===== src/rtl/uart_tx_arb_pkg.sv =====
// Shared types for the UART transmit arbiter: byte width, arbiter FSM states
// and the per-requester pending-slot layout.
package uart_tx_arb_pkg;

    localparam int BYTE_W = 8;

    typedef enum logic [1:0] {
        IDLE  = 2'd0,
        ISSUE = 2'd1,
        WAIT  = 2'd2
    } arb_state_e;

    typedef struct packed {
        logic [BYTE_W-1:0] data;
        logic              last;
        logic              valid;
    } slot_t;

endpackage


===== src/rtl/uart_tx_arbiter_if.sv =====
// Producer/transmitter-side bundle of the UART transmit arbiter.
// The master side is the producers plus the UART TX; the slave side is the arbiter.
interface uart_tx_arbiter_if #(
    parameter int NUM_REQ = 2,
    parameter int BYTE_W  = 8
);
    localparam int IDX_W = $clog2(NUM_REQ);

    logic [NUM_REQ-1:0]             req_send;
    logic [NUM_REQ-1:0][BYTE_W-1:0] req_byte;
    logic [NUM_REQ-1:0]             req_last;
    logic [NUM_REQ-1:0]             req_done;
    logic                           tx_send;
    logic [BYTE_W-1:0]              tx_byte;
    logic                           tx_done;
    logic [IDX_W-1:0]               grant;
    logic                           locked;
    logic [NUM_REQ-1:0]             overflow;

    modport master (
        output req_send, req_byte, req_last, tx_done,
        input  req_done, tx_send, tx_byte, grant, locked, overflow
    );

    modport slave (
        input  req_send, req_byte, req_last, tx_done,
        output req_done, tx_send, tx_byte, grant, locked, overflow
    );

endinterface


===== src/rtl/uart_tx_arbiter_rr_pick.sv =====
// Combinational round-robin picker: first set bit of i_valid at or after
// i_start, wrapping modulo N.
module rr_pick #(
    parameter int N     = 2,
    parameter int IDX_W = $clog2(N)
) (
    input  logic [N-1:0]     i_valid,
    input  logic [IDX_W-1:0] i_start,
    output logic [IDX_W-1:0] o_idx,
    output logic             o_found
);

    logic [IDX_W:0]   w_sum;
    logic [IDX_W-1:0] w_cand;

    // Walk the offsets from the start pointer; the first hit wins.
    always_comb begin
        o_idx   = '0;
        o_found = 1'b0;
        w_sum   = '0;
        w_cand  = '0;
        for (int k = 0; k < N; k++) begin
            w_sum = {1'b0, i_start} + (IDX_W+1)'(k);
            if (w_sum >= (IDX_W+1)'(N)) begin
                w_sum = w_sum - (IDX_W+1)'(N);
            end
            w_cand = w_sum[IDX_W-1:0];
            if (!o_found && i_valid[w_cand]) begin
                o_idx   = w_cand;
                o_found = 1'b1;
            end
        end
    end

endmodule


===== src/rtl/uart_tx_arbiter.sv =====
// Shares one UART byte transmitter among NUM_REQ producers; grants round-robin
// at packet boundaries and holds the owner until its last-flagged byte is done.
module uart_tx_arbiter #(
    parameter int NUM_REQ = 2,
    parameter int BYTE_W  = uart_tx_arb_pkg::BYTE_W
) (
    input  logic              clk,
    input  logic              rst,
    uart_tx_arbiter_if.slave  bus
);
    import uart_tx_arb_pkg::*;

    localparam int IDX_W = $clog2(NUM_REQ);

    arb_state_e         r_state;
    slot_t              r_slot [NUM_REQ];
    logic [IDX_W-1:0]   r_grant;
    logic [IDX_W-1:0]   r_rrPtr;
    logic               r_curLast;
    logic               r_locked;
    logic               r_txSend;
    logic [BYTE_W-1:0]  r_txByte;
    logic [NUM_REQ-1:0] r_reqDone;
    logic [NUM_REQ-1:0] r_overflow;

    logic [NUM_REQ-1:0] w_validVec;
    logic [NUM_REQ-1:0] w_grantOneHot;
    logic [NUM_REQ-1:0] w_eligible;
    logic [NUM_REQ-1:0] w_issueClear;
    logic [IDX_W-1:0]   w_pickIdx;
    logic               w_pickFound;

    function automatic logic [IDX_W-1:0] nextIdx(input logic [IDX_W-1:0] idx);
        return (int'(idx) == NUM_REQ - 1) ? '0 : idx + 1'b1;
    endfunction

    // While a packet is open only the owner may be picked; the slot being
    // emptied in ISSUE is treated as free so a same-cycle send refills it.
    always_comb begin
        w_validVec    = '0;
        w_grantOneHot = '0;
        for (int i = 0; i < NUM_REQ; i++) begin
            w_validVec[i] = r_slot[i].valid;
        end
        w_grantOneHot[r_grant] = 1'b1;
        w_eligible   = r_locked ? (w_validVec & w_grantOneHot) : w_validVec;
        w_issueClear = (r_state == ISSUE) ? w_grantOneHot : '0;
    end

    rr_pick #(
        .N     (NUM_REQ),
        .IDX_W (IDX_W)
    ) u_rrPick (
        .i_valid (w_eligible),
        .i_start (r_rrPtr),
        .o_idx   (w_pickIdx),
        .o_found (w_pickFound)
    );

    always_ff @(posedge clk) begin
        if (!rst) begin
            r_state    <= IDLE;
            r_grant    <= '0;
            r_rrPtr    <= '0;
            r_curLast  <= 1'b0;
            r_locked   <= 1'b0;
            r_txSend   <= 1'b0;
            r_txByte   <= '0;
            r_reqDone  <= '0;
            r_overflow <= '0;
            for (int i = 0; i < NUM_REQ; i++) begin
                r_slot[i] <= '0;
            end
        end else begin
            r_txSend  <= 1'b0;
            r_reqDone <= '0;

            // tx_send is raised on entry to ISSUE so it is high during that state.
            case (r_state)
                IDLE: begin
                    if (w_pickFound) begin
                        r_grant  <= w_pickIdx;
                        r_txSend <= 1'b1;
                        r_txByte <= r_slot[w_pickIdx].data;
                        r_state  <= ISSUE;
                    end
                end
                ISSUE: begin
                    r_slot[r_grant].valid <= 1'b0;
                    r_curLast             <= r_slot[r_grant].last;
                    r_locked              <= !r_slot[r_grant].last;
                    r_state               <= WAIT;
                end
                WAIT: begin
                    if (bus.tx_done) begin
                        r_reqDone[r_grant] <= 1'b1;
                        if (r_curLast) begin
                            r_locked <= 1'b0;
                            r_rrPtr  <= nextIdx(r_grant);
                        end
                        r_state <= IDLE;
                    end
                end
                default: r_state <= IDLE;
            endcase

            // Placed after the FSM so a capture overrides the ISSUE clear.
            for (int i = 0; i < NUM_REQ; i++) begin
                if (bus.req_send[i]) begin
                    if (r_slot[i].valid && !w_issueClear[i]) begin
                        r_overflow[i] <= 1'b1;
                    end else begin
                        r_slot[i] <= '{data: bus.req_byte[i], last: bus.req_last[i], valid: 1'b1};
                    end
                end
            end
        end
    end

    assign bus.tx_send  = r_txSend;
    assign bus.tx_byte  = r_txByte;
    assign bus.req_done = r_reqDone;
    assign bus.grant    = r_grant;
    assign bus.locked   = r_locked;
    assign bus.overflow = r_overflow;

endmodule


===== src/flat_wrapper.sv =====
// flat-port wrapper written by rule: the top's interface ports become plain ports
module uart_tx_arbiter_flat import uart_tx_arb_pkg::*;
#(
    parameter int NUM_REQ = 2,
    parameter int BYTE_W  = uart_tx_arb_pkg::BYTE_W
)
  (clk, rst, bus_req_send, bus_req_byte, bus_req_last, bus_tx_done, bus_req_done, bus_tx_send, bus_tx_byte, bus_grant, bus_locked, bus_overflow);
  uart_tx_arbiter_if #(.NUM_REQ(NUM_REQ), .BYTE_W(BYTE_W)) bus_i ();
  input  logic clk;
  input  logic rst;
  input wire logic [$bits(bus_i.req_send)-1:0] bus_req_send;
  input wire logic [$bits(bus_i.req_byte)-1:0] bus_req_byte;
  input wire logic [$bits(bus_i.req_last)-1:0] bus_req_last;
  input wire logic [$bits(bus_i.tx_done)-1:0] bus_tx_done;
  output wire logic [$bits(bus_i.req_done)-1:0] bus_req_done;
  output wire logic [$bits(bus_i.tx_send)-1:0] bus_tx_send;
  output wire logic [$bits(bus_i.tx_byte)-1:0] bus_tx_byte;
  output wire logic [$bits(bus_i.grant)-1:0] bus_grant;
  output wire logic [$bits(bus_i.locked)-1:0] bus_locked;
  output wire logic [$bits(bus_i.overflow)-1:0] bus_overflow;
  assign bus_i.req_send = bus_req_send;
  assign bus_i.req_byte = bus_req_byte;
  assign bus_i.req_last = bus_req_last;
  assign bus_i.tx_done = bus_tx_done;
  assign bus_req_done = bus_i.req_done;
  assign bus_tx_send = bus_i.tx_send;
  assign bus_tx_byte = bus_i.tx_byte;
  assign bus_grant = bus_i.grant;
  assign bus_locked = bus_i.locked;
  assign bus_overflow = bus_i.overflow;
  uart_tx_arbiter #(.NUM_REQ(NUM_REQ), .BYTE_W(BYTE_W)) u_core (.clk(clk), .rst(rst), .bus(bus_i));
endmodule

===== config.mk =====
export PLATFORM = sky130hd
export DESIGN_NAME = uart_tx_arbiter_flat
export DESIGN_NICKNAME = d
export VERILOG_FILES = /design/src/rtl/uart_tx_arb_pkg.sv /design/src/rtl/uart_tx_arbiter_if.sv /design/src/rtl/uart_tx_arbiter_rr_pick.sv /design/src/rtl/uart_tx_arbiter.sv /design/src/flat_wrapper.sv
export SDC_FILE = /design/constraint.sdc
export NUM_CORES = 1
export LEC_CHECK = 0
export CORE_ASPECT_RATIO = 2
export CORE_MARGIN = 2
export CORE_UTILIZATION = 53
export CTS_CLUSTER_DIAMETER = 100
export DETAILED_ROUTE_END_ITERATION = 12
export HOLD_SLACK_MARGIN = 0.02
export PLACE_DENSITY_LB_ADDON = 0.15
export SLEW_MARGIN = 10
export SYNTH_ARGS = -nofsm -noshare
export SYNTH_HDL_FRONTEND = slang
export SYNTH_HIERARCHICAL = 1
export SYNTH_SLANG_ARGS = --single-unit

===== constraint.sdc =====
create_clock -name clk -period 3.4 [get_ports clk]
set_input_delay 0.51 -clock clk [delete_from_list [all_inputs] [get_ports clk]]
set_output_delay 0.51 -clock clk [all_outputs]
set_load 0.005 [all_outputs]

==> results summary, run 1 <==
The mean number of vias per cell came out at 5.48. The first global-routing pass estimated roughly 5.5 mm of wire. Data on the critical path is required at its endpoint by 3330 ps. The power per unit of standard cell area is around 500 nW/um^2. The synthesized netlist net count is 178.

Traced cell by cell, the critical path runs through nor3b_2, o21ai_2, nand2_1. The critical path data arrival time is 2130 ps. The wire-length estimate of the detail-placed layout is 2.49 mm. The count of nets left with antenna violations after detail routing came out at 0. The global-route total usage across every layer came out at 0.199. The worst clock skew is 2.28 ps. The leakage component of the power came out at between 0.8 and 0.9 nW.

At the end of the flow the core is filled with cells to 0.707. By area the synthesized netlist is led by edfxtp_1, dfxtp_1, a211oi_1, a211oi_2, mux2i_1. In this run the core area contains 29 standard-cell rows. The clock insertion delay at the later pin of the skew report is a little under 300 ps. The final period utilization is 0.649.

In this run the worst hold path is classified as register to register. The horizontal extent of the die came out at 44.7 um. The max-cap check violation count came out at 0. Setup repair after global routing left no endpoint under its margin.

The number of H-tree levels came out at 2. The transition time at the pin with the least slew margin is about 950 ps. The number of antenna diodes in the final layout is 0. The final hold violation count came out at 0. The met2 capacity usage during global routing came out at 0.358. The routed wirelength normalized by instance count came out at 14.6 um. The CTS clock-pin slew for the worst setup and hold paths came out at about 70 ps. The share of the Yosys chip area taken by registers is 0.558. The post-synthesis instance area is about 1800 sq um. STA classifies the critical path startpoint as a register.

The initial standard-cell utilization of the core came out at 0.557. The post-CTS setup buffer count is 0. The detailed router finished its first iteration with 15 violations.

The cell count after synthesis came out at 155. The run finished with clean final reports. The largest net degree at the start of global routing is 24. The register-to-register path setup slack came out at 1200 ps. The number of nets in the layout came out at between 200 and 250. The worst-case vdd ir drop is 311 uV. The total of endpoints with negative setup slack in the final report came out at 0. The number of cells on the worst reg-to-reg path came out at 3.

The area of the die is 3820 sq um. Summed over all failing endpoints, the final setup total negative slack is 0 ps. The TritonCTS clock tree is built. The maximum clock insertion buffer count came out at 2.

Leaving out fill and tap cells, the most frequent cells in the layout are clkdlybuf4s50_1, inv_1, dfxtp_1. After detailed routing, the total wire length is 3.28 mm. Counting the buffers created by CTS gives 5. 38 I/O pins were placed. The number of global-route vias before repair is about 1200. The die is 85.4 um tall.

The endpoint of the worst register-to-register path is u_core/r_slot[0][7]. Summed over all instances, the cell type with the most area after synthesis is edfxtp_1. The cell depth of the worst min-delay path came out at 2. The final critical path time including I/O delays and setup came out at 2200 ps. The tightest slew margin relative to the limit came out at 0.369. The worst setup path is captured at a register. The area share of the largest cell type after synthesis came out at 0.307. The count of final max-slew check failures was 0. The area overhead of the layout relative to synthesis came out at 27.0%. Overall power consumption after layout is estimated at around 1.1 mW.

The cell family with the largest share of critical-path delay is compound AO/OA/AOI/OAI gates. For hold timing, the worst endpoint is u_core/bus.overflow[1]. The largest single stage delay on the critical path is 740 ps. The final route contains 1232 vias. met2 is the most crowded layer. Routability-driven placement finished with a final weighted congestion of 0.802.

The worst register-to-register path begins at u_core/bus.grant. The classification of the worst setup path is register to register. In this run the standard cell core region covers 3160 sq um. The number of distinct library cells after synthesis is 32. In this run the most critical hold path is launched from u_core/bus.overflow[1].

The average instance area after synthesis came out at roughly 11 sq um. The met3 track utilization from global routing came out at 0.0447. The synthesized design contains 40 register bits. The buffer type at the clock tree root is clkbuf_8. Among all stages on the critical path, the largest delay is contributed by o21ai_2. The highest clock rate came out at between 400 and 500 MHz. The number of instances resized during post-cts repair came out at 0. The final global-route overflow total came out at 0. The port buffer count is 37. Hold repair after CTS inserted 0 buffers. Leaving out fill and tap cells, the most frequent cell in the layout is clkdlybuf4s50_1.

Of all nets on the critical path, the largest fanout is 19. The share of layout cells above drive strength 1 came out at 0.124. Counting both buffers and inverters, the worst setup path holds a total of 0. In this run the worst setup path begins at u_core/bus.grant.

The number of antenna violations at the first check in global routing is 0. The total number of clock tree sinks is 40. The detailed-route DRC error count is 0. During synthesis, Yosys emitted a total of 6 warnings. The number of iterations in the first detailed-routing pass came out at 4. The met1 track demand over resource in global routing is 0.199.
==> layout make-up <==
class	instances	area (sq um)
Clock buffer	6	72.6
Clock inverter	2	35.0
Fill cell	249	923
Inverter	24	90.1
Multi-Input combinational cell	83	631
Sequential cell	40	981
Tap cell	31	38.8
Timing Repair Buffer	39	385
==> where the power goes <==
group	leakage, nW	internal (mW)	switching [mW]
sequential	0.375	0.550	0.0237
clock	0.0552	0.218	0.156
combinational	0.431	0.0986	0.0882
==> Yosys cell counts <==
cell type	number
nand2b_1	1
a211oi_2	9
edfxtp_1	18
nor2_1	14
mux2i_1	10
o21ai_4	1
o21ai_0	3
clkbuf_1	3
nand3_1	2
dfxtp_1	22
nor3b_2	1
buf_12	1
o21a_1	1
and4b_1	1
nand4b_1	1
a21boi_1	1
and3b_4	1
o31ai_1	2
nand2_1	4
and2b_1	1
or3b_1	1
or2_1	1
a21oi_1	5
nor3b_4	1
a211oi_1	18
buf_6	1
o21ai_2	1
nand2_2	1
buf_2	2
buf_1	1
and2_1	2
inv_1	24
==> metal layers <==
| layer | wire (um) | up-vias | share of wire |
|---|---|---|---|
| met1 | 1190 | 564 | 0.36 |
| met5 | 0 | - | 0 |
| met4 | 89 | 0 | 0.027 |
| met3 | 164 | 9 | 0.050 |
| met2 | 1840 | 38 | 0.56 |
| li1 | - | 621 | - |
==> per-stage QoR <==
step           worst slack (ps)  std cells  hold WS (ps)  instance area (sq um)
5_1_grt                    1020        225           496                   2230
2_1_floorplan              1830        155           449                   1760
3_5_place_dp               1050        217           449                   2130
6_report                   1200        225           459                   2230
3_3_place_gp               1100        217           439                   2130
4_1_cts                    1190        225           464                   2230
==> registers in the layout, summed over array words and instances (netlist names), named ones only <==
name	count
u_core/r_rrPtr	1
u_core/bus.overflow	2
u_core/bus.locked	1
u_core/r_curLast	1
u_core/bus.req_done	2
u_core/bus.tx_send	1
u_core/r_slot	20
u_core/bus.grant	1
u_core/r_state	2
u_core/bus.tx_byte	8
==> how the worst max path moves through the flow <==
stage,endpoint,cells past startpoint
floorplan,u_core/bus.tx_byte[2],6
global placement,u_core/bus.tx_byte[3],4
CTS,u_core/r_slot[0][7],3
detailed placement,u_core/bus.tx_byte[7],4
global route,u_core/r_slot[0][6],3
finish,u_core/r_slot[0][7],3
==> worst register-to-register path, stage by stage (launching register included) <==
cell	delay [ps]
dfxtp_1	530
nor3b_2	100
o21ai_2	740
nand2_1	480
==> cell families after synthesis <==
| family | Yosys count | synth area share |
|---|---|---|
| AO/OA/AOI/OAI | 41 | 0.195 |
| buffers and inverters | 32 | 0.0833 |
| flip-flops | 40 | 0.558 |
| multiplexers | 10 | 0.0569 |
| AND/OR/NAND/NOR | 32 | 0.107 |
Power figures use the tool's default switching activity.
==> inputs of run 2 (changes only) <==
--- a/config.mk
+++ b/config.mk
@@ -7,7 +7,7 @@
 export LEC_CHECK = 0
 export CORE_ASPECT_RATIO = 2
 export CORE_MARGIN = 2
-export CORE_UTILIZATION = 53
+export CORE_UTILIZATION = 50
 export CTS_CLUSTER_DIAMETER = 100
 export DETAILED_ROUTE_END_ITERATION = 12
 export HOLD_SLACK_MARGIN = 0.02
==> constraint.sdc (replaced) <==
create_clock -name clk -period 2.05 [get_ports clk]
set_input_delay 0.3075 -clock clk [delete_from_list [all_inputs] [get_ports clk]]
set_output_delay 0.3075 -clock clk [all_outputs]
set_load 0.005 [all_outputs]
==> run 2 against run 1 <==
Effect of this change: routed wire length up 5.8%; non-clock buffer count up 5; register-to-register slack worse by 870 ps; largest power group unchanged; critical path type unchanged; clock power up 72%; highest routed layer unchanged; die area up 5.6%; critical endpoint is now u_core/bus.tx_byte[0].
==> results summary, run 2 (synthesis results as in run 1) <==
The final antenna diode count came out at 0 (unchanged). On the critical path the largest part of the delay comes from flip-flops. The leakage component of the power came out at 0.892 nW (+3.6%). The register-to-register path setup slack is 330 ps (-870 ps).

The share of layout cells above drive strength 1 is 0.151 (+0.0270). The routed wirelength normalized by instance count came out at 15.0 um (+3.1%). The total of endpoints with negative setup slack in the final report came to 0 (unchanged). The detailed-route DRC error count came out at 0 (unchanged). The worst register-to-register path begins at u_core/bus.grant. The vertical extent of the die came out at 87.9 um (+2.8%). The CTS clock-pin slew for the worst setup and hold paths is 80 ps (about the same). The global-route total usage across every layer came out at 0.195 (-0.00414).

The port buffer count came out at 37 (unchanged). The cell depth of the worst min-delay path came out at 2 (unchanged). The number of cells on the worst reg-to-reg path was 7 (+4). The minimum hold slack came out at 458 ps (-1.63 ps). More flip-flops sit in one register than any other, and that register is u_core/r_slot. The post-CTS setup buffer count is 0 (unchanged). The number of H-tree levels came out at 2 (unchanged). The post-route total power came out at 1.92 mW (+69%). The worst register-to-register path ends at u_core/bus.tx_byte[0]. The critical path data arrival time is 1920 ps (-210 ps). The final period utilization is 0.841 (+0.192). In this run the most critical hold path is launched from u_core/bus.overflow[1]. The final hold violation count was 0 (unchanged).

The count of final max-slew check failures was 0 (unchanged). The global-route wire length before repair came out at 5.64 mm (+3.0%). The highest clock rate came out at 580 MHz (+28%).

The maximum clock insertion buffer count came out at 2 (unchanged). The horizontal extent of the die is 45.9 um (+2.7%). The number of instances resized during post-cts repair is 0 (unchanged). The cell with the largest stage delay on the worst path is dfxtp_1. The initial standard-cell utilization of the core is 0.520 (-0.0365). The utilization of the core after routing is 0.677 (-0.0308). The internal power is 1.47 mW (+69%).

The area taken by flip-flops and latches came out at 981 sq um (unchanged). The flow ran to the end, and the final reports show no timing, DRC or antenna violations. The count of pins on the block boundary came to 38 (unchanged). The power per unit of standard cell area came out at 838 nW/um^2 (+65%). The root buffer cell chosen for the clock tree is clkbuf_8. The worst setup path is captured at a register.

The proportion of power drawn by flip-flops and latches is 0.498 (-0.008). The tightest slew margin relative to the limit is 0.705 (+0.336). The largest net degree at the start of global routing is 21 (-13%). The number of filler cells placed in the layout came out at 276 (+11%). The flip-flop count of the largest register after layout is 20 (unchanged). The clock buffer count from CTS was 5 (unchanged).

The relative contribution of combinational cells to total power came out at 0.167 (+0.002). The transition time at the pin with the least slew margin is 443 ps (-504 ps). The library cells used most frequently in the layout, excluding fill and tap cells, are clkdlybuf4s50_1, inv_1, dfxtp_1. The final critical path time including I/O delays and setup is 1720 ps (-482 ps).

The TritonCTS clock tree is built. The highest routed metal layer is met4. The count of non-filler cells in the finished layout is 231 (+2.7%).

The met1 wire length came out at 1.22 mm (+2.6%). The number of buffers added to fix hold violations after cts is 0 (unchanged). The largest fanout of any net on the critical path is 18 (-1). The met3 wire length is 124 um (-24%). The mean number of vias per cell came out at 5.47 (about the same). Setup repair after global routing left no endpoint under its margin. The area overhead of the layout relative to synthesis came out at 30.0%. The end point of the most critical hold path is u_core/bus.overflow[1]. The number of iterations in the first detailed-routing pass came out at 4 (unchanged). The fraction of power spent switching nets came to 0.235 (-0.00122). The area of the core region came out at 3380 sq um (+7.0%). The max-cap check violation count is 0 (unchanged). The number of global-route vias before repair came out at 1328 (+6.8%). The largest stage delay on the critical path came out at 490 ps (-250 ps).

The number of antenna violations at the first check in global routing is 0 (unchanged). The number of buffers and inverters on the critical path is 2 (+2). The worst-case vdd ir drop was 893 uV (+190%). The worst clock skew is 4.17 ps (+1.90 ps).

The number of standard-cell rows in the floorplan is 30 (+3.4%). The number of placed instances with taps included is 223 (+2.8%). The final global-route overflow total is 0 (unchanged). The switching power of the nets is 0.450 mW (+68%). The aggregate negative setup slack is 0 ps (unchanged). The routed length on met2 is 2.07 mm (+13%). The number of nets in the layout came out at 221 (+2.3%). The area of the die came out at 4030 sq um (+5.6%). The worst hold path belongs to the class register to register. The clock network fraction of design power came to 0.335 (+0.006). The worst setup path is launched from a register. The clock insertion delay at the later pin of the skew report came out at 290 ps (about the same). The library cell used most frequently in the layout, excluding fill and tap cells, is clkdlybuf4s50_1.

Walking the worst path, the cells encountered are inv_1, a21oi_1, or2_1, nor3b_4, buf_4, nor2_1, a211oi_1. The required time reported for the critical path endpoint is 2250 ps (-1080 ps). The total wire length after detailed routing came out at 3.47 mm (+5.8%). The total number of clock tree sinks is 40 (unchanged). The overall via count from detail_route was 1264 (+2.6%). The detailed-placement wirelength estimate is 2.69 mm (+7.8%).

The number of violations reported at the end of detailed-routing iteration 0 came out at 22 (+7). The worst setup path is of the register to register kind. The count of nets left with antenna violations after detail routing is 0 (unchanged). The multi-input combinational cell area came out at 631 sq um (unchanged). The final RePlAce weighted congestion came out at 0.801 (-0.12%).
[run 2: worst max-delay path by stage]
stage	startpoint	to	cells after the start
5_1_grt	u_core/bus.grant	u_core/bus.tx_byte[0]	7
2_1_floorplan	u_core/bus.grant	u_core/bus.tx_byte[2]	6
3_3_place_gp	bus_req_send[0]	u_core/r_slot[0][5]	3
6_report	u_core/bus.grant	u_core/bus.tx_byte[0]	7
4_1_cts	u_core/bus.grant	u_core/bus.tx_byte[0]	7
3_5_place_dp	bus_req_send[0]	u_core/r_slot[0][6]	3
[run 2: per-layer routing]
| metal | up-vias | track usage |
|---|---|---|
| li1 | 631 | - |
| met1 | 597 | 0.169 |
| met2 | 30 | 0.385 |
| met3 | 6 | 0.0515 |
| met4 | 0 | 0.0675 |
| met5 | - | 0 |
[run 2: power groups by stage]
stage | registers [mW] | logic, mW | clock network, mW
after floorplan | 0.964 | 0.178 | 0
after global placement | 0.968 | 0.313 | 0
after detailed placement | 0.974 | 0.323 | 0
after CTS | 0.955 | 0.324 | 0.662
after global routing | 0.962 | 0.351 | 0.692
final | 0.953 | 0.321 | 0.641
[run 2: per-stage QoR]
stage / cell area (sq um) / setup slack, ps
floorplan: 1760 / 482
finish: 2290 / 327
global placement: 2160 / 366
CTS: 2290 / 353
detailed placement: 2160 / 345
global route: 2290 / 136
[run 2: layout make-up]
cell class,count,share of cell area
Sequential cell,40,0.429
Clock buffer,8,0.0531
Inverter,24,0.0394
Timing Repair Buffer,44,0.185
Multi-Input combinational cell,83,0.276
Tap cell,32,0.0175
[run 2: worst register-to-register path, stage by stage (launching register included)]
cell and delay, ps:
dfxtp_1 490, inv_1 100, a21oi_1 180, or2_1 120
nor3b_4 200, buf_4 240, nor2_1 70, a211oi_1 230
